## config.mk

```make
export PLATFORM = sky130hd
export DESIGN_NAME = network_mac_operand_gen
export DESIGN_NICKNAME = d
export VERILOG_FILES = /design/src/rtl/network_mac_operand_gen.sv
export SDC_FILE = /design/constraint.sdc
export NUM_CORES = 1
export LEC_CHECK = 0
export CORE_MARGIN = 5
export CORE_UTILIZATION = 56
export CTS_CLUSTER_DIAMETER = 60
export DETAILED_ROUTE_END_ITERATION = 8
export GPL_ROUTABILITY_DRIVEN = 0
export GPL_TIMING_DRIVEN = 0
export PLACE_DENSITY = 0.82
export SYNTH_ARGS = -nofsm -noshare
export SYNTH_HDL_FRONTEND = slang
export SYNTH_SLANG_ARGS = --single-unit
```

## constraint.sdc

```tcl
create_clock -name ap_clk -period 5.1 [get_ports ap_clk]
set_input_delay 0.51 -clock ap_clk [delete_from_list [all_inputs] [get_ports ap_clk]]
set_output_delay 0.51 -clock ap_clk [all_outputs]
set_load 0.03 [all_outputs]
```

## src/rtl/network_mac_operand_gen.sv

```systemverilog
// Operand generator for the 11x5 multiplier: walks op_a (outer) x op_b (inner), one pair per cycle.
// First pair appears 1 cycle after ap_start is accepted; a pair is held stable while out_ready is low.
module network_mac_operand_gen #(
  parameter int A_WIDTH    = 11,
  parameter int B_WIDTH    = 5,
  parameter int ACNT_WIDTH = 12,
  parameter int BCNT_WIDTH = 6
) (
  input  logic                  ap_clk,
  input  logic                  ap_rst,
  input  logic                  ap_start,
  output logic                  ap_done,
  output logic                  ap_idle,
  output logic                  ap_ready,
  input  logic [A_WIDTH-1:0]    a_base_in,
  input  logic [ACNT_WIDTH-1:0] a_count_in,
  input  logic [BCNT_WIDTH-1:0] b_count_in,
  output logic                  out_valid,
  input  logic                  out_ready,
  output logic [A_WIDTH-1:0]    op_a,
  output logic [B_WIDTH-1:0]    op_b,
  output logic                  out_last
);

  typedef enum logic [1:0] {IDLE, RUN, DONE} state_t;

  localparam logic [ACNT_WIDTH-1:0] A_ONE = ACNT_WIDTH'(1);
  localparam logic [BCNT_WIDTH-1:0] B_ONE = BCNT_WIDTH'(1);

  state_t                  state;
  logic [A_WIDTH-1:0]      a_base;
  logic [ACNT_WIDTH-1:0]   a_cnt;
  logic [BCNT_WIDTH-1:0]   b_cnt;
  logic [ACNT_WIDTH-1:0]   a_idx;
  logic [BCNT_WIDTH-1:0]   b_idx;

  logic                    b_wrap;
  logic [ACNT_WIDTH-1:0]   a_nxt;
  logic [BCNT_WIDTH-1:0]   b_nxt;
  logic                    last_nxt;

  // Index state for the beat that follows the one currently presented.
  always_comb begin
    b_wrap   = (b_idx == b_cnt - B_ONE);
    a_nxt    = b_wrap ? a_idx + A_ONE : a_idx;
    b_nxt    = b_wrap ? '0 : b_idx + B_ONE;
    last_nxt = (a_nxt == a_cnt - A_ONE) && (b_nxt == b_cnt - B_ONE);
  end

  always_ff @(posedge ap_clk) begin
    if (ap_rst) begin
      state     <= IDLE;
      ap_idle   <= 1'b1;
      ap_done   <= 1'b0;
      ap_ready  <= 1'b0;
      out_valid <= 1'b0;
      out_last  <= 1'b0;
      op_a      <= '0;
      op_b      <= '0;
      a_base    <= '0;
      a_cnt     <= '0;
      b_cnt     <= '0;
      a_idx     <= '0;
      b_idx     <= '0;
    end else begin
      case (state)
        IDLE: begin
          ap_done  <= 1'b0;
          ap_ready <= 1'b0;
          if (ap_start) begin
            a_base  <= a_base_in;
            a_cnt   <= a_count_in;
            b_cnt   <= b_count_in;
            a_idx   <= '0;
            b_idx   <= '0;
            op_a    <= a_base_in;
            op_b    <= '0;
            ap_idle <= 1'b0;
            if (a_count_in == '0 || b_count_in == '0) begin
              // Empty loop nest: report completion without emitting any pair.
              state    <= DONE;
              ap_done  <= 1'b1;
              ap_ready <= 1'b1;
              out_last <= 1'b0;
            end else begin
              state     <= RUN;
              out_valid <= 1'b1;
              out_last  <= (a_count_in == A_ONE) && (b_count_in == B_ONE);
            end
          end
        end
        RUN: begin
          if (out_valid && out_ready) begin
            if (out_last) begin
              state     <= DONE;
              out_valid <= 1'b0;
              out_last  <= 1'b0;
              ap_done   <= 1'b1;
              ap_ready  <= 1'b1;
            end else begin
              a_idx    <= a_nxt;
              b_idx    <= b_nxt;
              op_a     <= a_base + a_nxt[A_WIDTH-1:0];
              op_b     <= b_nxt[B_WIDTH-1:0];
              out_last <= last_nxt;
            end
          end
        end
        DONE: begin
          state    <= IDLE;
          ap_done  <= 1'b0;
          ap_ready <= 1'b0;
          ap_idle  <= 1'b1;
        end
        default: begin
          state   <= IDLE;
          ap_idle <= 1'b1;
        end
      endcase
    end
  end

endmodule

```

==> results_dict.tcl <==
set metrics [dict create \
    status "finished clean" \
    setup_viol 0 \
    synth_warnings 0 \
    post-route-min-period_ns 4.67 \
    crit_path_start "b_cnt[0]" \
    syn_area_um2 4160 \
    clkPwrFrac_pct 20.8 \
    slowest_delay_ns 0.49 \
    crit_path_end_kind "flop" \
    num_antenna_cells 0 \
    register_area_um2 1280 \
    num_vias 4055 \
    fillers 598 \
    final_layout_size_suffix_gt1_share_pct 5.51 \
    cpMostUsedCell "xnor2_1" \
    grt_pass1_vias 3953 \
    coreArea_um2 7250 \
    grt_pass1_wl_mm 18.5 \
    worst-path-buf-inv 1 \
    ios 54 \
    combPwrFrac_pct 49.7 \
    die_h_um 96.2 \
    reg2reg_slack_ns 0.43 \
    pwr-share-seq_pct 29.5 \
    path_class "flop to flop" \
    worstReg2RegEnd "op_a[10]" \
    synth.top_cells.by_count "nand2_1, dfxtp_1, a21oi_1" \
    synth_area_leader_cell "dfxtp_1" \
    hold_class "flop to flop" \
    cts_tree "yes" \
    area_delta_synth_final_pct 20.5 \
    crit_path_max_fanout 9 \
    synth_top_area_share_pct 30.8 \
    crit_slowest_cell "o32ai_4" \
    clk_latency_ns 0.35 \
    power.internal_uw 1270 \
    vdd_drop_max_mv 0.265 \
    ys_seq_area_share_pct 30.8 \
    stdcell_count 698 \
    rr_worst_depth 18 \
    grt_antenna_before_repair 0 \
    synth.distinct_cells 56 \
    met3_length_um 701 \
    post-cts-setup-buffers 0 \
    hpwlAfterDp_mm 8.55 \
    multiInputGateArea_um2 2670 \
    finish.net_count 647 \
    clkTransAtPathRegs_ns 0.07 \
    r2r-start "b_cnt[0]" \
    grtUsageTotal_pct 26.1 \
    finalClockSkew_ns 0.00943 \
    relSlewSlack_pct 56.0 \
    critPathTopFamily "compound AO/OA/AOI/OAI gates" \
    max_slew.worst_pin.slew_ns 0.661 \
    leakagePower_uw 0.00198 \
    post-route-period-util_pct 91.5 \
    synth_edf_count 0 \
    timing.fmax_ghz 0.214 \
    tns_ns 0 \
    clock_sinks 64 \
    totalWireLength_mm 11.4 \
    ys.flop_type "dfxtp_1" \
    postSynthCellCount 532 \
    cp-start-kind "flop" \
    io_buffer_count 52 \
    yosysMostFrequentCell "nand2_1" \
    final_max_slew_viol_count 0 \
    synthArstFlopShare_pct 0 \
    via_per_inst 5.81 \
    rows 31 \
    grt-ovfl-total 0 \
    htreeDepth 3 \
    hold_violations 0 \
    wl_met2_mm 5.48 \
    place_inst 683 \
    worstPathArrival_ns 4.93 \
    syn_nets 584 \
    power.density_nw_per_um2 449 \
    rsz0062_at_grt "no" \
    hp-start "op_a[2]" \
    power.switching_uw 980 \
    avgSynthCellArea_um2 7.82 \
    drc 0 \
    wl_met1_mm 4.88 \
    crit_chain "inv_1, ha_1, xnor2_1, nor2_1, o32ai_4, nand3_2, xnor2_1, ha_1, fa_1, a21o_1, a21oi_1, o21bai_1, a2111oi_1, nor3_1, a31oi_1, xnor2_1, mux2i_1, a211oi_1" \
    start_util_pct 57.3 \
    postCtsHoldBufs 0 \
    maxCapViolations 0 \
    ant_nets 0 \
    min_path_cells 2 \
    firstDrtPassIters 5 \
    clk_path_buf_depth 2 \
    fp.dieW_um 96.2 \
    cts_root_buf "clkbuf_8" \
    synthTopCellsByArea "dfxtp_1, nand2_1, xnor2_1" \
    routed.top_layer "met4" \
    p_sw_share_pct 43.5 \
    min_to "op_a[2]" \
    worstPathRequired_ns 5.36 \
    wl_per_cell_um 16.3 \
    numCtsBuffers 9 \
    synth-seq-cells 64 \
    die_area_um2 9250 \
    drtIter0Drc 256 \
    crit_cells 18 \
    grt_max_degree 11 \
]
registers in the layout, summed over array words and instances (netlist names):
name / count
state: 2
op_b: 4
a_cnt: 12
ap_ready: 1
out_valid: 1
a_base: 11
b_idx: 2
ap_idle: 1
a_idx: 12
op_a: 11
b_cnt: 6
out_last: 1
worst max path at each step:
stage	to	slack, ns
CTS	op_a[10]	0.46
global placement	op_a[10]	0.65
global route	op_a[10]	0.06
finish	op_a[10]	0.43
floorplan	op_a[10]	1.13
detailed placement	op_a[10]	0.51
final cells by class:
class                           count  share of cell area (%)
Inverter                           15                    1.12
Tap cell                           99                    2.47
Buffer                             33                    3.10
Timing Repair Buffer               52                    10.4
Clock inverter                      3                   0.799
Clock buffer                       12                    3.30
Multi-Input combinational cell    420                    53.2
Sequential cell                    64                    25.6
routing by layer:
layer | vias to the layer above | GRT usage, %
met3 | 29 | 4.85
met5 | - | 0
met2 | 149 | 43.8
met1 | 1896 | 32.2
met4 | 0 | 11.7
li1 | 1981 | -
cell usage in the layout (no fill, tap or decap), types with 3 or more instances in the layout:
| cell | synthesis | final |
|---|---|---|
| o21bai_1 | 3 | 3 |
| o21ai_0 | 12 | 12 |
| nor4_1 | 8 | 8 |
| a311oi_1 | 5 | 5 |
| clkbuf_1 | 24 | 24 |
| and3_1 | 10 | 10 |
| mux2i_1 | 10 | 10 |
| nand4_1 | 9 | 9 |
| and2_1 | 4 | 4 |
| a22oi_1 | 5 | 5 |
| nor2_1 | 49 | 49 |
| clkdlybuf4s50_1 | 0 | 52 |
| nand2_1 | 94 | 94 |
| a21oi_1 | 58 | 58 |
| nor3_1 | 19 | 19 |
| or3_1 | 4 | 4 |
| nand3_1 | 9 | 9 |
| xnor2_1 | 34 | 34 |
| buf_4 | 6 | 6 |
| dfxtp_1 | 64 | 64 |
| a31oi_1 | 4 | 4 |
| clkbuf_8 | 0 | 12 |
| ha_1 | 18 | 18 |
| a211oi_1 | 10 | 10 |
| xnor3_1 | 3 | 3 |
| xor2_1 | 14 | 14 |
| o211ai_1 | 3 | 3 |
| a21o_1 | 4 | 4 |
| inv_1 | 15 | 15 |
cell families (layout without fill, tap and decap cells):
group | count (synthesis) | count (layout) | share of synthesized area (%)
simple gates | 220 | 220 | 24.8
xor+xnor | 54 | 54 | 13.4
fa+ha+maj | 19 | 19 | 5.90
compound gates | 117 | 117 | 17.7
flops | 64 | 64 | 30.8
mux | 10 | 10 | 2.41
buf+inv | 48 | 115 | 5.08
repair_timing:
action                     CTS  global route
gates resized for setup      0             1
hold endpoints to repair     0             0
setup endpoints to repair    0             1
power by group through the flow:
stage,sequential (uW),combinational (uW),clock (uW)
after CTS,663,1110,467
after global placement,670,1080,0
final,663,1120,469
after floorplan,736,705,0
after detailed placement,673,1100,0
after global routing,674,1230,489
worst register-to-register path, stage by stage (launching register included):
cell and delay [ns]:
dfxtp_1 0.39, inv_1 0.08, ha_1 0.24, xnor2_1 0.29, nor2_1 0.12, o32ai_4 0.49
nand3_2 0.24, xnor2_1 0.19, ha_1 0.23, fa_1 0.41, a21o_1 0.20, a21oi_1 0.25
o21bai_1 0.14, a2111oi_1 0.45, nor3_1 0.14, a31oi_1 0.22, xnor2_1 0.15, mux2i_1 0.10
a211oi_1 0.26
through the flow:
| step | area [um2] | util [%] | setup WS (ns) | hold WS [ns] | total power [uW] |
|---|---|---|---|---|---|
| after floorplan | 4160 | - | 1.13 | 0.441 | 1440 |
| after global placement | 4800 | 66.2 | 0.654 | 0.449 | 1750 |
| after detailed placement | 4800 | 66.2 | 0.507 | 0.454 | 1770 |
| after CTS | 5010 | 69.1 | 0.462 | 0.464 | 2240 |
| after global routing | 5010 | 69.1 | 0.0612 | 0.495 | 2390 |
| final | 5010 | 69.1 | 0.432 | 0.466 | 2250 |
Note: power is estimated with default switching activity, not from simulation.
